<file path="config.mk">
export PLATFORM = sky130hd
export DESIGN_NAME = stop_watch_lap
export DESIGN_NICKNAME = d
export VERILOG_FILES = /design/src/rtl/stop_watch_lap.sv
export SDC_FILE = /design/constraint.sdc
export NUM_CORES = 1
export LEC_CHECK = 0
export CORE_ASPECT_RATIO = 0.75
export CORE_MARGIN = 2
export CORE_UTILIZATION = 58
export DETAILED_ROUTE_END_ITERATION = 6
export PLACE_DENSITY = 0.85
export SKIP_LAST_GASP = 1
export SLEW_MARGIN = 25
export SYNTH_ARGS = -nofsm -noshare
export SYNTH_HDL_FRONTEND = slang
export SYNTH_SLANG_ARGS = --single-unit
</file>
<file path="constraint.sdc">
create_clock -name clk -period 7.4 [get_ports clk]
set_input_delay 1.11 -clock clk [delete_from_list [all_inputs] [get_ports clk]]
set_output_delay 1.11 -clock clk [all_outputs]
set_load 0.01 [all_outputs]
</file>
<file path="src/rtl/stop_watch_lap.sv">
// N-digit BCD stopwatch with programmable prescaler, up/down counting,
// wrap or saturate at the limits, sticky overflow and a lap display freeze.
module stop_watch_lap #(
    parameter int DIGITS   = 4,
    parameter int TICK_DIV = 10_000_000,
    parameter bit WRAP     = 1'b1
) (
    input  logic                clk,
    input  logic                reset,
    input  logic                go,
    input  logic                clr,
    input  logic                up,
    input  logic                lap,
    output logic [4*DIGITS-1:0] d_out,
    output logic                lap_active,
    output logic                ovf
);

    localparam int CW = 4 * DIGITS;
    localparam int PW = $clog2(TICK_DIV);
    localparam logic [PW-1:0] PSC_LAST = PW'(TICK_DIV - 1);

    function automatic logic [CW-1:0] all_nines();
        logic [CW-1:0] r;
        r = {CW{1'b0}};
        for (int i = 0; i < DIGITS; i++) begin
            r[4*i +: 4] = 4'd9;
        end
        return r;
    endfunction

    localparam logic [CW-1:0] NINES = all_nines();

    // Ripple a single +1/-1 through the digits; digits stay in 0..9.
    function automatic logic [CW-1:0] bcd_step(input logic [CW-1:0] v, input logic dir_up);
        logic [CW-1:0] r;
        logic          c;
        logic [3:0]    dg;
        r = v;
        c = 1'b1;
        for (int i = 0; i < DIGITS; i++) begin
            dg = v[4*i +: 4];
            if (c) begin
                if (dir_up) begin
                    if (dg == 4'd9) begin
                        r[4*i +: 4] = 4'd0;
                    end else begin
                        r[4*i +: 4] = dg + 4'd1;
                        c = 1'b0;
                    end
                end else begin
                    if (dg == 4'd0) begin
                        r[4*i +: 4] = 4'd9;
                    end else begin
                        r[4*i +: 4] = dg - 4'd1;
                        c = 1'b0;
                    end
                end
            end
        end
        return r;
    endfunction

    logic [PW-1:0] psc_r;
    logic [CW-1:0] cnt_r;
    logic [CW-1:0] snap_r;
    logic          lap_q_r;
    logic          lap_active_r;
    logic          ovf_r;

    logic          tick_s;
    logic          lap_rise_s;
    logic [CW-1:0] cnt_nxt_s;
    logic          limit_s;

    assign tick_s     = go & (psc_r == PSC_LAST);
    assign lap_rise_s = lap & ~lap_q_r;

    // Next count value on a tick, including limit handling
    always_comb begin
        cnt_nxt_s = cnt_r;
        limit_s   = 1'b0;
        if (up) begin
            if (cnt_r == NINES) begin
                limit_s   = 1'b1;
                cnt_nxt_s = WRAP ? {CW{1'b0}} : NINES;
            end else begin
                cnt_nxt_s = bcd_step(cnt_r, 1'b1);
            end
        end else begin
            if (cnt_r == {CW{1'b0}}) begin
                limit_s   = 1'b1;
                cnt_nxt_s = WRAP ? NINES : {CW{1'b0}};
            end else begin
                cnt_nxt_s = bcd_step(cnt_r, 1'b0);
            end
        end
    end

    // Prescaler, count, overflow and lap state
    always_ff @(posedge clk or posedge reset) begin
        if (reset) begin
            psc_r        <= {PW{1'b0}};
            cnt_r        <= {CW{1'b0}};
            snap_r       <= {CW{1'b0}};
            lap_q_r      <= 1'b0;
            lap_active_r <= 1'b0;
            ovf_r        <= 1'b0;
        end else begin
            lap_q_r <= lap;
            if (clr) begin
                psc_r        <= {PW{1'b0}};
                cnt_r        <= {CW{1'b0}};
                ovf_r        <= 1'b0;
                lap_active_r <= 1'b0;
            end else begin
                if (go) begin
                    psc_r <= tick_s ? {PW{1'b0}} : psc_r + PW'(1);
                end
                if (tick_s) begin
                    cnt_r <= cnt_nxt_s;
                    if (limit_s) begin
                        ovf_r <= 1'b1;
                    end
                end
                // Snapshot takes the pre-update count when a tick coincides
                if (lap_rise_s) begin
                    if (!lap_active_r) begin
                        snap_r       <= cnt_r;
                        lap_active_r <= 1'b1;
                    end else begin
                        lap_active_r <= 1'b0;
                    end
                end
            end
        end
    end

    assign d_out      = lap_active_r ? snap_r : cnt_r;
    assign lap_active = lap_active_r;
    assign ovf        = ovf_r;

endmodule

</file>
; ---- After elaboration in Yosys (flattened, before gate mapping)
; Cells that the tools add are included.
[totals]
ff_bits = 59
word_cells = 102
out_inout_bits = 18
inputBits = 6
[classes]
n_bitwise = 4
eq_ne = 9
muxes = 54
reduce_logical = 17
addsub = 9
[ops]
columns = cell, n
row1 = 16-bit two-way mux, 6
row2 = 24-bit two-way mux, 3
row3 = 4-bit two-way mux, 14
row4 = 1-bit two-way mux, 31
row5 = "24-bit by 1-bit adder with 24-bit output, second input constant", 1
row6 = "24-bit equality test, second input constant", 1
row7 = "4-bit by 1-bit adder with 4-bit output, second input constant", 4
row8 = "16-bit equality test, second input constant", 1
row9 = "4-bit equality test, second input constant", 4
row10 = 16-bit zero test, 1
row11 = 4-bit zero test, 4
row12 = "4-bit by 1-bit subtractor with 4-bit output, second input constant", 4
row13 = "4-bit by 2-bit inequality test with 1-bit output, second input constant", 3
row14 = 4-bit nonzero test, 3
row15 = 3-bit AND reduction, 3
row16 = 2-bit nonzero test, 4
row17 = 2-bit AND reduction, 2
row18 = 1-bit bitwise AND, 2
row19 = 1-bit inverter, 2

; ---- Logic depth before layout (Yosys ltp)
[depth]
word_depth = 15
depth_mapped = 7
ltp_nobuf = 7

; ---- Least setup slack after synthesis
; OpenSTA, ideal clock, no wires.
[synth_timing]
path_kind = in2reg
startpoint = input port up
endpoint = register cnt_r[15]
t_arrival_ps = 2701
cell_stages = 5
setup_slack_ps = 4573
path_buffers = 0
setup_time_ps = 126
required_time_ps = 7274
cell_sequence = or4b_2 -> o31ai_1 -> a21oi_1 -> or2_4 -> a221o_1
[synth_between]
elab_chain_cells = 3
elab_cells_between_ends = 6
cone_classes = eq/ne (1) / mux (3) / reduce/logical (2)
[synth_lines]
columns = element, line
row1 = "start, declared", 12  ; input logic up,
row2 = 16-bit two-way mux, 83  ; if (up) begin
row3 = 16-bit two-way mux, 120  ; if (tick_s) begin
row4 = 16-bit two-way mux, 111  ; if (clr) begin
row5 = "end signal, assigned", 104  ; cnt_r <= {CW{1'b0}};
row6 = "end signal, assigned", 113  ; cnt_r <= {CW{1'b0}};
row7 = "end signal, assigned", 121  ; cnt_r <= cnt_nxt_s;
row8 = "end, declared", 65  ; logic [CW-1:0] cnt_r;
; Several ways; a longest one is shown, not always the timed one. The select of a mux whose other input is x is not followed.
; A chain may end at the register's enable or synchronous reset.

; ---- Final worst setup path
[layout_timing]
startpoint = input port up
endpoint = register cnt_r[8]
; The elaborated chain is that of the path after synthesis.

==> flow_summary_export.csv <==
group,metric,value,unit
clock_network,clkTransAtPathRegs,0.06,ns
worst_setup_path,crit_fanout,20,
power_and_ir_drop,power_density,202,mW/mm2
synthesis,netlist_instances,393,
clock_network,h-tree-depth,3,
detailed_routing,post_drt_wl_per_cell,17.0,um
clock_network,clock_path_buffers,2,
sta,tightest_slew,0.907,ns
clock_network,post-cts-setup-buffers,0,
synthesis,synth-compound-area-share,14.4,%
worst_hold_path,min_to,"snap_r[9]",
die,start_util,61.2,%
worst_setup_path,cp.required,7.61,ns
sta,max_freq,0.283,GHz
worst_hold_path,min_from,"snap_r[9]",
synthesis,async_reset_ff_share,100,%
sta,tns,0,ns
worst_setup_path,reg2reg_depth,7,
global_routing,grt_pass1_wl,14300,um
cells_and_area,areaGrowthSynthToFinish,11.9,%
die,dieArea,0.00693,mm2
detailed_routing,wirelength,8430,um
worst_setup_path,cp.arrival,3.74,ns
worst_hold_path,worstHoldPathType,"flop to flop",
clock_network,cts-root-buf,"clkbuf_8",
detailed_routing,via_per_inst,6.32,
power_and_ir_drop,power.total,821,uW
synthesis,synth_mux_area_share,7.67,%
synthesis,netlist_area,0.00364,mm2
worst_setup_path,endpoint_kind,"flop",
synthesis,ys_seq_area_share,40.6,%
power_and_ir_drop,ir_drop,0.106,mV
cells_and_area,num-fill-cells,466,
sta,post-route-min-period,3.53,ns
detailed_routing,postRouteAntennaNets,0,
status,status,"completed",
synthesis,synth-seq-cells,59,
synthesis,synth.area.top_cells,"dfrtp_1 41%, mux2_2 6.5%, ha_1 5.8%",
synthesis,avgSynthCellArea,9.26,um2
sta,timing.final.crit_share,47.7,%
detailed_routing,drtIter0Drc,355,
sta,grt_setup_unrepaired,"no",
synthesis,synth.net_count,416,
sta,max_slew_margin,39.6,%
worst_setup_path,crit_type,"input port to flop",
die,num_io_pins,24,
die,die_width,95.4,um
detailed_routing,wl_met1,4010,um
power_and_ir_drop,leakagePower,1.74,nW
synthesis,synth_top_area_share,40.6,%
clock_network,clock_sinks,59,
synthesis,netlist.top_cell.by_area,"dfrtp_1",
job,max-cap-violations,0,
worst_hold_path,hold_depth,1,
clock_network,holdBufCountCts,0,
cells_and_area,diodes,0,
global_routing,gr-usage-all-layers,26.8,%
clock_network,tritoncts,"done",
clock_network,clock_latency,0.34,ns
synthesis,yosys.area_share.adder,5.85,%
detailed_routing,maxUsedRoutingLayer,"met4",
clock_network,cts_resized,0,
worst_setup_path,r2r_setup_slack,4.64,ns
sta,hold_viol_final,0,
detailed_routing,vias,3127,
die,fp-row-count,24,
detailed_routing,firstDrtPassIters,7,
sta,finalSetupViolations,0,
synthesis,synth_top_family_by_area,"simple AND/OR/NAND/NOR gates",
place,place.port_buffers,23,
detailed_routing,drc,0,
cells_and_area,fin_cells,495,
die,fp.dieH,72.6,um
place,gp_congestion,0.943,
detailed_routing,route.met3.wl,612,um
synthesis,synth_cell_types,57,
cells_and_area,final_util,68.4,%
synthesis,ys.warnings.count,0,
global_routing,grt_overflow,0,
global_routing,first_global_vias,2922,
worst_setup_path,reg2reg_from,"cnt_r[0]",
synthesis,synthSimpleGateAreaFrac,22.1,%
global_routing,grt_max_degree,60,
global_routing,antenna_found_initial,0,
detailed_routing,wl_met2,3720,um
synthesis,synth-xor-area-share,5.30,%
sta,clock_skew,0.00625,ns
sta,slew_viol_final,0,
cells_and_area,drive_gt1_share,12.0,%
place,dp_hpwl,5770,um
worst_setup_path,reg2reg_to,"cnt_r[8]",
place,placed_cells,480,
cells_and_area,layout.nets,436,
synthesis,synth_edf_count,0,
worst_setup_path,cp-start-kind,"input port",
die,core-area,0.00595,mm2
clock_network,cts_buffers,9,
synthesis,synth-main-ff-cell,"dfrtp_1",
==> worst max-delay path by stage <==
stage | slack, ns | cells past startpoint | endpoint | start
6_report | 3.87 | 6 | cnt_r[8] | up
5_1_grt | 3.66 | 6 | cnt_r[8] | up
4_1_cts | 3.91 | 6 | cnt_r[8] | up
3_5_place_dp | 3.57 | 6 | cnt_r[8] | up
3_3_place_gp | 3.68 | 6 | cnt_r[15] | up
2_1_floorplan | 4.57 | 5 | cnt_r[15] | up
==> registers in the layout (all words and copies together) (netlist names) <==
register / cells
ovf: 1
snap_r: 16
psc_r: 24
lap_q_r: 1
lap_active: 1
cnt_r: 16
==> worst max-delay path: stages <==
cell and delay [ns]:
clkdlybuf4s50_1 0.74, or4b_2 0.80, o22a_1 0.22, nor3_2 0.42, nor2_1 0.10, a2111oi_0 0.35
==> synth_stat cells (3+ instances only) <==
master / count
mux2_2: 21
nand2_1: 36
ha_1: 17
a21oi_1: 11
or3b_2: 4
and3_1: 3
a31oi_1: 6
nand4_1: 7
nand2b_1: 5
clkbuf_1: 12
nand4b_1: 4
o22ai_1: 5
o21a_1: 3
o21ai_0: 22
or4_1: 3
nor4_1: 8
nand3b_1: 4
nor2b_1: 4
o21bai_1: 3
nand3_1: 17
xnor2_1: 8
xor2_1: 14
o31ai_1: 8
dfrtp_1: 59
nor2_1: 42
nor3_1: 7
buf_1: 3
inv_1: 19
and2_1: 3
==> cell usage in the layout (no fill, tap or decap), types with 5 or more instances in the layout <==
| cell | netlist | layout |
|---|---|---|
| dfrtp_1 | 59 | 59 |
| nor2_1 | 42 | 42 |
| nand2_1 | 36 | 36 |
| clkdlybuf4s50_1 | 0 | 23 |
| o21ai_0 | 22 | 22 |
| mux2_2 | 21 | 21 |
| inv_1 | 19 | 18 |
| nand3_1 | 17 | 17 |
| ha_1 | 17 | 17 |
| xor2_1 | 14 | 14 |
| a21oi_1 | 11 | 11 |
| clkbuf_8 | 0 | 10 |
| nor4_1 | 8 | 8 |
| o31ai_1 | 8 | 8 |
| xnor2_1 | 8 | 8 |
| nand4_1 | 7 | 7 |
| nor3_1 | 7 | 7 |
| a31oi_1 | 6 | 6 |
| nand2b_1 | 5 | 5 |
| o22ai_1 | 5 | 5 |
==> cell type report <==
type | count | area, um2 | area share, %
multi-input combinational | 298 | 2010 | 49.4
sequential | 59 | 1480 | 36.3
timing repair buffer | 26 | 253 | 6.21
clock buffer | 12 | 145 | 3.57
tap | 78 | 97.6 | 2.40
inverter | 19 | 71.3 | 1.75
clock inverter | 3 | 15.0 | 0.369
==> logic make-up (layout without fill, tap and decap cells) <==
group / Yosys count / count (layout)
AND/OR/NAND/NOR: 156 / 156
AO/OA/AOI/OAI: 79 / 79
flip-flops: 59 / 59
buffers and inverters: 36 / 60
multiplexers: 24 / 24
XOR/XNOR: 22 / 22
adder cells (fa/ha/maj): 17 / 17
==> per-layer routing <==
| metal | vias to the layer above | GRT usage, % |
|---|---|---|
| li1 | 1451 | - |
| met1 | 1534 | 39.5 |
| met2 | 134 | 40.1 |
| met3 | 8 | 6.92 |
| met4 | 0 | 6.03 |
| met5 | - | 0 |
==> per-stage QoR <==
stage	hold slack [ns]	setup WS, ns	cell area [um2]
finish	0.511	3.87	4070
global placement	0.484	3.68	3910
CTS	0.506	3.91	4070
detailed placement	0.492	3.57	3910
floorplan	0.475	4.57	3640
global route	0.522	3.66	4070
==> where the power goes <==
part,switching (mW),internal [mW],leakage (nW)
combinational,0.0984,0.0889,0.844
sequential,0.0351,0.351,0.808
clock,0.121,0.127,0.0860
(Power assumes the default switching activity.)
